### src/rtl/uart_pkg.sv
// Shared definitions for the UART transmit peripheral: register map,
// STAT bit positions and serializer state encoding.
package uart_pkg;

  // Word offsets on the 2-bit request address
  localparam logic [1:0] UART_STAT_OFF = 2'd0;
  localparam logic [1:0] UART_RX_OFF   = 2'd1;
  localparam logic [1:0] UART_TX_OFF   = 2'd2;

  // STAT register bits
  localparam logic [3:0] UART_RXEMPTY = 4'b0001;
  localparam logic [3:0] UART_RXFULL  = 4'b0010;
  localparam logic [3:0] UART_TXEMPTY = 4'b0100;
  localparam logic [3:0] UART_TXFULL  = 4'b1000;

  typedef enum logic [1:0] {
    IDLE,
    START,
    DATA,
    STOP
  } tx_state_e;

endpackage

### src/rtl/sync_fifo.sv
// Single-clock FIFO. Head entry is presented combinationally on rdata.
// Push at full and pop at empty are ignored; fullness is judged on the
// count held at the start of the cycle, so a push at full is dropped even
// when a pop happens in the same cycle.
module sync_fifo #(
  parameter int unsigned WIDTH = 8,
  parameter int unsigned DEPTH = 8
) (
  input  logic             clk,
  input  logic             rst_n,
  input  logic             push,
  input  logic             pop,
  input  logic [WIDTH-1:0] wdata,
  output logic [WIDTH-1:0] rdata,
  output logic             full,
  output logic             empty
);

  localparam int unsigned PW = $clog2(DEPTH);
  localparam logic [PW:0] FULL_CNT = (PW+1)'(DEPTH);

  logic [WIDTH-1:0] mem_q [DEPTH];
  logic [PW-1:0]    wr_ptr_q, wr_ptr_d;
  logic [PW-1:0]    rd_ptr_q, rd_ptr_d;
  logic [PW:0]      count_q, count_d;
  logic             do_push, do_pop;

  assign full    = (count_q == FULL_CNT);
  assign empty   = (count_q == '0);
  assign do_push = push & ~full;
  assign do_pop  = pop & ~empty;
  assign rdata   = mem_q[rd_ptr_q];

  // Pointer and occupancy next-state
  always_comb begin
    wr_ptr_d = wr_ptr_q;
    rd_ptr_d = rd_ptr_q;
    count_d  = count_q;
    if (do_push) wr_ptr_d = wr_ptr_q + 1'b1;
    if (do_pop)  rd_ptr_d = rd_ptr_q + 1'b1;
    case ({do_push, do_pop})
      2'b10:   count_d = count_q + 1'b1;
      2'b01:   count_d = count_q - 1'b1;
      default: count_d = count_q;
    endcase
  end

  // Pointer and occupancy registers
  always_ff @(posedge clk) begin
    if (!rst_n) begin
      wr_ptr_q <= '0;
      rd_ptr_q <= '0;
      count_q  <= '0;
    end else begin
      wr_ptr_q <= wr_ptr_d;
      rd_ptr_q <= rd_ptr_d;
      count_q  <= count_d;
    end
  end

  // Storage write; contents need no reset since occupancy gates every read
  always_ff @(posedge clk) begin
    if (do_push) mem_q[wr_ptr_q] <= wdata;
  end

endmodule

### src/rtl/uart_tx.sv
// Memory-mapped UART transmitter: STAT/RX/TX register decode, one-cycle
// read response, TX FIFO and an 8N1 LSB-first serializer on txd.
module uart_tx
  import uart_pkg::*;
#(
  parameter int unsigned CLKS_PER_BIT = 16,
  parameter int unsigned FIFO_DEPTH   = 8
) (
  input  logic        clk,
  input  logic        rst_n,
  input  logic        req_valid,
  input  logic        req_write,
  input  logic [1:0]  req_addr,
  input  logic [3:0]  req_wmask,
  input  logic [31:0] req_wdata,
  output logic        resp_valid,
  output logic [31:0] resp_rdata,
  output logic        txd
);

  localparam int unsigned CW = $clog2(CLKS_PER_BIT);
  localparam logic [CW-1:0] BAUD_MAX = CW'(CLKS_PER_BIT - 1);

  tx_state_e   state_q, state_d;
  logic [CW-1:0] baud_q, baud_d;
  logic [2:0]  bit_idx_q, bit_idx_d;
  logic [7:0]  shift_q, shift_d;
  logic        resp_valid_q, resp_is_stat_q;

  logic        tx_push, tx_pop;
  logic [7:0]  fifo_rdata;
  logic        fifo_full, fifo_empty;
  logic        tx_empty;
  logic [3:0]  stat_bits;

  // Only the low byte of a TX write carries data
  logic unused_bits;
  assign unused_bits = ^{req_wdata[31:8], req_wmask[3:1]};

  assign tx_push = req_valid & req_write & (req_addr == UART_TX_OFF) & req_wmask[0];

  sync_fifo #(
    .WIDTH(8),
    .DEPTH(FIFO_DEPTH)
  ) u_fifo (
    .clk   (clk),
    .rst_n (rst_n),
    .push  (tx_push),
    .pop   (tx_pop),
    .wdata (req_wdata[7:0]),
    .rdata (fifo_rdata),
    .full  (fifo_full),
    .empty (fifo_empty)
  );

  assign tx_empty  = fifo_empty & (state_q == IDLE);
  assign stat_bits = (fifo_full ? UART_TXFULL  : 4'b0000)
                   | (tx_empty  ? UART_TXEMPTY : 4'b0000)
                   | UART_RXEMPTY;

  // Only the read's validity and target are registered; STAT is muxed from
  // live status in the response cycle so it already reflects any push/pop
  // made in the request cycle.
  assign resp_valid = resp_valid_q;
  assign resp_rdata = (resp_valid_q && resp_is_stat_q) ? {28'b0, stat_bits} : '0;

  // Read-response register
  always_ff @(posedge clk) begin
    if (!rst_n) begin
      resp_valid_q   <= 1'b0;
      resp_is_stat_q <= 1'b0;
    end else begin
      resp_valid_q   <= req_valid & ~req_write;
      resp_is_stat_q <= (req_addr == UART_STAT_OFF);
    end
  end

  // Serializer next-state, FIFO pop and line output
  always_comb begin
    state_d   = state_q;
    baud_d    = baud_q;
    bit_idx_d = bit_idx_q;
    shift_d   = shift_q;
    tx_pop    = 1'b0;
    txd       = 1'b1;
    case (state_q)
      IDLE: begin
        if (!fifo_empty) begin
          tx_pop  = 1'b1;
          shift_d = fifo_rdata;
          baud_d  = BAUD_MAX;
          state_d = START;
        end
      end
      START: begin
        txd = 1'b0;
        if (baud_q == '0) begin
          baud_d    = BAUD_MAX;
          bit_idx_d = '0;
          state_d   = DATA;
        end else begin
          baud_d = baud_q - 1'b1;
        end
      end
      DATA: begin
        txd = shift_q[0];
        if (baud_q == '0) begin
          baud_d  = BAUD_MAX;
          shift_d = {1'b0, shift_q[7:1]};
          if (bit_idx_q == 3'd7) begin
            state_d = STOP;
          end else begin
            bit_idx_d = bit_idx_q + 1'b1;
          end
        end else begin
          baud_d = baud_q - 1'b1;
        end
      end
      STOP: begin
        txd = 1'b1;
        if (baud_q == '0) begin
          if (!fifo_empty) begin
            tx_pop  = 1'b1;
            shift_d = fifo_rdata;
            baud_d  = BAUD_MAX;
            state_d = START;
          end else begin
            state_d = IDLE;
          end
        end else begin
          baud_d = baud_q - 1'b1;
        end
      end
      default: state_d = IDLE;
    endcase
  end

  // Serializer registers
  always_ff @(posedge clk) begin
    if (!rst_n) begin
      state_q   <= IDLE;
      baud_q    <= '0;
      bit_idx_q <= '0;
      shift_q   <= '0;
    end else begin
      state_q   <= state_d;
      baud_q    <= baud_d;
      bit_idx_q <= bit_idx_d;
      shift_q   <= shift_d;
    end
  end

endmodule

### config.mk
export PLATFORM = sky130hd
export DESIGN_NAME = uart_tx
export DESIGN_NICKNAME = d
export VERILOG_FILES = /design/src/rtl/uart_pkg.sv /design/src/rtl/sync_fifo.sv /design/src/rtl/uart_tx.sv
export SDC_FILE = /design/constraint.sdc
export NUM_CORES = 1
export LEC_CHECK = 0
export BUFFER_PORTS_ARGS = -buffer_cell sky130_fd_sc_hd__buf_4
export CELL_PAD_IN_SITES_DETAIL_PLACEMENT = 0
export CELL_PAD_IN_SITES_GLOBAL_PLACEMENT = 1
export CORE_MARGIN = 2
export CORE_UTILIZATION = 35
export DETAILED_ROUTE_END_ITERATION = 8
export GPL_TIMING_DRIVEN = 0
export PLACE_DENSITY = 0.61
export SYNTH_ARGS = -nofsm -noshare
export SYNTH_HDL_FRONTEND = slang
export SYNTH_HIERARCHICAL = 1
export SYNTH_SLANG_ARGS = --single-unit
export TNS_END_PERCENT = 20
### constraint.sdc
create_clock -name clk -period 5.2 [get_ports clk]
set_clock_uncertainty 0.2 [all_clocks]
set_input_delay 0 -clock clk [delete_from_list [all_inputs] [get_ports clk]]
set_output_delay 0 -clock clk [all_outputs]
set_load 0.03 [all_outputs]
After elaboration in Yosys (flattened, before gate mapping). Memories as Yosys holds them, arrays and structs flattened. A register that Yosys moved wholly into a read port is not among the register bits. Index checks and enable logic that the tools add are counted.

Flip-flop bits (word level): 29. Bits in latches: 0. Logic and storage cells: 84. Memories kept: 1. Bits in read-only memories: 0. Input port bits: 42. Output and inout port bits: 34. Memory bits (writable): 64.

Memories: u_fifo.mem_q (depth 8, width 8, rd ports 1, clocked after memory_dff 1, wr ports 1, RTL line sync_fifo.sv:22) `logic [WIDTH-1:0] mem_q [DEPTH];`.

Multiply operators: 0. Bitwise logic cells: 11. Reductions and logical operators: 12. Muxes and demuxes: 31. Magnitude comparators: 0. Add/subtract/negate cells: 6. Div/mod/pow operators: 0. Equality and inequality tests: 14. Shifts and indexed selects: 0.

Operators with widths (count): 8-bit 2-to-1 mux (3); 8-bit case mux with 3 select lines (1); 4-bit 2-to-1 mux (5); 3-bit 2-to-1 mux (6); 2-bit inequality test (second input constant) (6); 4-bit case mux with 3 select lines (1); 2-bit 2-to-1 mux (5); 3-bit by 1-bit adder with 3-bit output (second input constant) (3); 2-bit == test (second input constant) (4); 4-bit logical NOT (2); 2-bit case mux with 4 select lines (1); 4-bit case mux with 2 select lines (1); 4-bit by 1-bit subtractor with 4-bit output (second input constant) (2); 1-bit bitwise AND (7); 3-bit case mux with 2 select lines (1); 1-bit 2-to-1 mux (5); 5-bit AND reduction (1); 4-bit by 1-bit adder with 4-bit output (second input constant) (1); 2-bit by 1-bit == test with 1-bit output (second input constant) (2); 4-bit == test (second input constant) (1); 2-bit logical NOT (2); 4-bit by 3-bit OR with 4-bit output (1); 1-bit case mux with 2 select lines (2); 4-bit AND reduction (1); other kinds (7) (10).

Logic depth before layout (Yosys ltp). Gate-level depths: netlist of the first run.

Depth after elaboration: 7. Depth in mapped cells: 13. Depth with buffers taken out: 13.

Modules after synthesis. The synthesis of the first run kept the hierarchy.

By module, submodules not included: sync_fifo (cells an instance 167, seq. area each 2182.1 um^2, area each 3101.7 um^2, times used 1); uart_tx (cells an instance 162, seq. area each 380.4 um^2, area each 1398.8 um^2, times used 1).

Least setup slack after synthesis of the first run. No wires, ideal clock.

Path kind: register to register. From: register baud_q[0]. To: register u_fifo.count_q[2]. Data required time: 4924 ps. Path slack: 2261 ps. Clock period less this slack: 2939 ps. Arrival time: 2664 ps. Cell stages (with the launch flop): 14. Cells stage by stage: dfxtp_1 inv_1 ha_1 nor3b_1 a21oi_1 nor3_1 o41a_1 ha_1 xor2_1 ha_1 a21oi_1 xor2_1 or3_1 a21boi_0.

Word-level cells in the longest chain between the ends: 6.

RTL lines: start: declaration (RTL line uart_tx.sv:25) `logic [CW-1:0] baud_q, baud_d;`; start signal: assignment (RTL line uart_tx.sv:147) `baud_q <= baud_d;`; 4-bit logical NOT (*) (RTL line uart_tx.sv:121) `if (baud_q == '0) begin`; 1-bit 2-to-1 mux (*) (RTL line uart_tx.sv:121); 1-bit case mux with 2 select lines (*) (RTL line uart_tx.sv:86) `case (state_q)`; net tx_pop (RTL line uart_tx.sv:30) `logic tx_push, tx_pop;`; 1-bit bitwise AND (*) (RTL line sync_fifo.sv:31) `assign do_pop = pop & ~empty;`; net u_fifo.do_pop (RTL line sync_fifo.sv:26) `logic do_push, do_pop;`; 2-bit by 1-bit == test with 1-bit output or 2-bit == test (tied branches) (RTL line sync_fifo.sv:41) `case ({do_push, do_pop})`; 4-bit case mux with 2 select lines or 2-bit nonzero test (tied branches); end signal: assignment (RTL line sync_fifo.sv:57) `count_q <= count_d;`; end: declaration (RTL line sync_fifo.sv:25) `logic [PW:0] count_q, count_d;`.

The timed path passes the listed nets; every way through them passes the cells marked *. A chain may end at the register's enable or synchronous reset.

Worst setup path after layout of the first run. Ends and elaborated chain as after synthesis.

==> results of run 1 <==
## through the flow
stage	area, um2	power (W)
6_report	5470	0.00181
5_1_grt	5470	0.00189
4_1_cts	5470	0.00184
3_5_place_dp	5000	0.00111
3_3_place_gp	4960	0.00110
2_1_floorplan	4610	0.00104
## path summary, 6_finish.rpt
path,startpoint,to,depth (start not counted)
max,baud_q[0],u_fifo/count_q[2],13
min,req_write,u_fifo/wr_ptr_q[2],6
max reg2reg,baud_q[0],u_fifo/count_q[2],13
min reg2reg,shift_q[3],shift_q[3],2
## layer usage
metal	GRT usage, %	wire length, um
met5	0	0
met4	4.29	87
met3	3.79	389
met2	20.7	4020
met1	16.3	3890
## cell usage after synthesis (all sizes together)
library cell,instances
inv,7
nor4,2
a21boi,5
buf,39
ha,14
nand2,23
edfxtp,64
o21bai,2
and3,2
nand3b,1
a311oi,2
nor2,8
a221o,1
a211o,1
or4b,1
nand4,2
xnor2,4
or4,1
mux4,16
dfxtp,32
a222oi,1
mux2i,13
o31ai,5
o31a,1
o41ai,1
clkbuf,6
o21ai,2
nor2b,3
nor3,6
a32o,1
or2,1
a21oi,6
nor4bb,1
or3b,1
and3b,2
conb,1
nor3b,7
and2,8
nand2b,9
or3,2
nand3,6
o41a,1
mux2,15
xor2,3
## kinds of logic (layout without fill, tap and decap cells)
group                      count (synthesis)  count (layout)  synth area share, %
AOI/OAI and AO/OA                         29              29                 4.78
xor gates and xnor gates                   7               7                 1.36
adders and majority gates                 14              14                 3.89
buffers and inverters                     52             103                 7.56
DFF                                       96              96                 56.9
muxes                                     44              44                 14.7
other                                      1              29               0.0833
and+or+nand+nor                           86              86                 10.7
## critical path, cell delays in order (launching register included)
cell and delay (ps):
dfxtp_1 330, inv_1 90, ha_1 210, nor3b_1 580, a21oi_1 140, nor3_1 220
o41a_1 370, ha_1 330, xor2_1 180, ha_1 160, a21oi_1 50, xor2_1 140
or3_1 300, a21boi_0 150
## area by class of cell
type                    instances  area (um2)  area share [%]
flip-flops and latches         96        2560            46.8
multi-input cells             209        1730            31.6
clock inverters                 7         100            1.83
repair buffers                 35         300            5.49
clock buffers                   9         225            4.12
inverters                       7        26.3           0.480
well taps                     172         215            3.93
plain buffers                  45         314            5.74
## placed cells by master (no fill, tap or decap), types with 7 or more instances in the layout
master / count
inv_1: 7
and2_1: 8
clkbuf_16: 9
dlygate4sd3_1: 15
mux2_2: 15
nand2_1: 22
nor2_1: 8
nor3b_1: 7
mux4_2: 16
mux2i_1: 13
edfxtp_1: 64
buf_4: 50
conb_1: 29
ha_1: 14
nand2b_1: 9
dfxtp_1: 32
## sequential cells by signal, summed over array words and instances, names as in the netlist, named ones only
name / count
baud_q: 4
bit_idx_q: 3
resp_is_stat_q: 1
resp_valid: 1
shift_q: 8
state_q: 2
u_fifo/count_q: 4
u_fifo/mem_q: 64
u_fifo/rd_ptr_q: 3
u_fifo/wr_ptr_q: 3
## report_power, final
| part | internal, W | total, W | switching, W |
|---|---|---|---|
| combinational | 0.000108 | 0.000251 | 0.000144 |
| sequential | 0.000828 | 0.000843 | 0.0000149 |
| clock | 0.000427 | 0.000718 | 0.000292 |
==> flow_summary.yaml, run 1 <==
clocking:
  cts.sinks: 96
  hold_buffers: 15
  cts_setup_buffers: 0
  path_clk_slew_ps: 70
  cts_buffers: 9
  cts-root-buf: "clkbuf_16"
  htree_levels: 3
  ctsResizeCount: 0
  cts.path.max_buffers: 2
  cts_tree: "built"
  clock_latency_ps: 340
setup_path:
  crit_type: "reg2reg"
  worst_ep_arrival_time_ps: 3600
  end_kind: "flip-flop"
  reg2reg_slack_ps: 1680
  cp_max_fo: 5
  required_ps: 5270
  worst_setup_path_start_kind: "flip-flop"
synthesis:
  yosysSeqAreaShare_pct: 56.9
  synth.avg_cell_area_um2: 13.7
  synth_top_area_share_pct: 42.7
  synth.largest_area_cell: "edfxtp_1"
  synth_area_leaders: "edfxtp_1 43%, dfxtp_1 14%, mux4_2 8.0%, buf_4 5.0%, ha_1 3.9%"
  synth_cells: 329
  yosysWarnings: 6
  ys_ff_latch: 96
  ys_types: 50
  synth_area_um2: 4500
die:
  die_w_um: 117
  io_pins: 76
  fp.dieH_um: 117
  core_region_area_um2: 12600
  num_rows: 41
  die_area_um2: 13800
  start_util_pct: 35.8
placed_design:
  portBuffers: 19
  dp_cells: 549
  gp_congestion: 0.719
  place_ws_ps: 1700
  dpl.hpwl_um: 5630
pwr:
  p_leak_nw: 2.10
  ir_drop_v: 0.000217
  power_density_nw_per_um2: 331
timing:
  setup_tns_ps: 0
  hold_ws_ps: 93.6
  fin_crit_ps: 3520
  finalHoldViolCount: 0
  slew_viol_final: 0
  tightest_slew_ps: 1010
  finalCritPeriodShare_pct: 67.7
  setup_viol: 0
  max_slew_margin_pct: 32.5
  worst_slack_ps: 1680
  fmax_ghz: 0.284
  rsz0062_at_grt: "false"
global_routing:
  grt_max_degree: 18
  overflow: 0
  grt_pass1_vias: 2610
  grt_pass1_wl_um: 13500
  antenna_found_initial: 0
  grt_use_total_pct: 12.7
detailed_routing:
  wl_per_cell_um: 14.5
  ant_nets: 0
  vias: 2650
  dr.pass1.iters: 4
  routed_wl_um: 8390
  drtIter0Drc: 142
  routed_via_density: 4.57
  drc_errors: 0
final_layout:
  final_util_pct: 43.5
  area_delta_synth_final_pct: 21.6
  layout-drive-gt1-share_pct: 27.0
  finalNetCount: 459
  instances_no_fill: 580
  antenna-diode-count: 0
  nFillCells: 1188
run:
  cap_violations: 0
status:
  status: "finished, final reports clean"
min_path:
  hp-class: "in2reg"
Power figures use the tool's default switching activity.
==> run 2: changes to the inputs <==
clock period = 3.5 ns   (was 5.2 ns; I/O delays follow)
==> flow_summary.yaml, run 2 (same netlist as run 1, synthesis figures left out) <==
placed_design:
  portBuffers: 19
  gp_congestion: 0.719
  placed_area_um2: 5000
  place_ws_ps: -1.14
  dpl.hpwl_um: 5630
  dp_cells: 549
final_layout:
  instances_no_fill: 583
  multi_input_area_um2: 1740
  top_register: "u_fifo/mem_q"
  largest_reg_flops: 64
  regArea_um2: 2560
  antenna-diode-count: 0
  nFillCells: 1184
  area_delta_synth_final_pct: 22.4
  finalNetCount: 462
  layout_commonest_cell: "edfxtp_1"
  final_area_um2: 5510
  layout-drive-gt1-share_pct: 28.0
  reg.largest.list: "u_fifo/mem_q x64, shift_q x8"
  final_cell_mix: "64 x edfxtp_1, 53 x buf_4, 32 x dfxtp_1, 29 x conb_1, 22 x nand2_1"
clocking:
  path_clk_slew_ps: 70
  htree_levels: 3
  cts-root-buf: "clkbuf_16"
  cts_tree: "built"
  cts.path.max_buffers: 2
  cts_buffers: 9
  clock_latency_ps: 340
  cts.sinks: 96
setup_path:
  cp-startpoint: "baud_q[0]"
  reg2reg_slack_ps: 330
  crit_chain: "inv_1 > ha_1 > nor3b_2 > a21oi_1 > nor3_1 > o41a_1 > ha_1 > xor2_1 > ha_1 > a21oi_1 > xor2_1 > or3_1 > a21boi_0"
  ff2ff_path_depth: 13
  worst_setup_path_start_kind: "flip-flop"
  cp_common_cell: "ha_1"
  slowest_delay_ps: 360
  end_kind: "flip-flop"
  r2r_start: "baud_q[0]"
  timing.rr.end: "u_fifo/count_q[2]"
  crit_type: "reg2reg"
  slowest_stage: "nor3b_2"
  worst_ep_arrival_time_ps: 3240
  cp_max_fo: 5
  required_ps: 3570
die:
  start_util_pct: 35.8
  die_w_um: 117
  core_region_area_um2: 12600
  fp.dieH_um: 117
  io_pins: 76
  die_area_um2: 13800
  num_rows: 41
global_routing:
  overflow: 0
  antenna_found_initial: 0
  grt_pass1_vias: 2618
  grt-busiest-layer: "met2"
  grt_max_degree: 18
  grt_use_total_pct: 12.7
  grtUsageMet3_pct: 3.79
  grt_pass1_wl_um: 13600
  met1_usage_pct: 16.3
  grtUsageMet2_pct: 20.7
detailed_routing:
  vias: 2671
  drc_errors: 0
  routed_via_density: 4.58
  ant_nets: 0
  routed_wl_um: 8440
  wl_per_cell_um: 14.5
  dr.pass1.iters: 4
  drtIter0Drc: 140
pwr:
  power_density_nw_per_um2: 489
  p_leak_nw: 2.12
  ir_drop_v: 0.000319
min_path:
  hold_depth: 6
  hp-class: "in2reg"
  worstHoldEndpoint: "u_fifo/wr_ptr_q[2]"
  hold_start: "req_write"
status:
  status: "finished, final reports clean"
timing:
  setup_viol: 0
  max_slew_margin_pct: 33.1
  finalCritPeriodShare_pct: 90.6
  rsz0062_at_grt: "false"
  worst_slack_ps: 329
  slew_viol_final: 0
  finalHoldViolCount: 0
  fin_crit_ps: 3170
  fmax_ghz: 0.315
  tightest_slew_ps: 999
run:
  cap_violations: 0
## run 2: cell count changes in the layout (fill, tap and decap cells not counted), sizes merged
cell | before | now
buf | 59 | 62
## run 2: power breakdown
part	internal, W	total [W]	switching [W]
clock network	0.000634	0.00107	0.000432
logic	0.000162	0.000375	0.000213
registers	0.00123	0.00125	0.0000224
## run 2: per-layer routing
layer  share of wire, %  up-vias  routed length, um
li1                   -     1314                  -
met2                 48       52               4090
met4                1.2        0                 98
met5                  0        -                  0
met1                 46     1299               3900
met3                4.3        6                360
## run 2: area by class of cell
class                           count  area share [%]
Clock buffer                        9            4.09
Buffer                             45            5.70
Timing Repair Buffer               38            5.86
Sequential cell                    96            46.5
Tap cell                          172            3.91
Clock inverter                      7            1.82
Inverter                            7           0.477
Multi-Input combinational cell    209            31.6
## run 2: metrics by stage
step           total power, W  utilization (%)  setup TNS, ps  hold WS, ps
2_1_floorplan         0.00155                -              0         -125
3_3_place_gp          0.00164             39.5              0        -23.9
3_5_place_dp          0.00164             39.8          -1.14        -19.8
4_1_cts               0.00273             43.6              0         88.6
5_1_grt               0.00281             43.8              0          132
6_report              0.00269             43.8              0         95.1
## run 2: worst max-delay path by stage
stage | endpoint | slack (ps) | cells after the start
floorplan | u_fifo/count_q[2] | 560 | 13
global route | u_fifo/count_q[2] | 20 | 13
detailed placement | u_fifo/count_q[2] | -1 | 13
finish | u_fifo/count_q[2] | 330 | 13
CTS | u_fifo/count_q[2] | 140 | 12
global placement | u_fifo/count_q[2] | 70 | 13
## run 2: worst max-delay path: cells and delay by family (launching register included)
| family | cells | cell delay (ps) |
|---|---|---|
| AND/OR/NAND/NOR | 3 | 860 |
| flip-flops | 1 | 330 |
| XOR/XNOR | 2 | 330 |
| buffers and inverters | 1 | 100 |
| AO/OA/AOI/OAI | 4 | 620 |
| adder cells (fa/ha/maj) | 3 | 670 |
## run 2: repair_timing
action | in CTS | in global routing
buffers inserted | 0 | 3
gates resized for setup | 1 | 1
endpoints found under the hold margin | 72 | 0
hold buffers | 15 | 0
endpoints found under the setup margin | 1 | 1
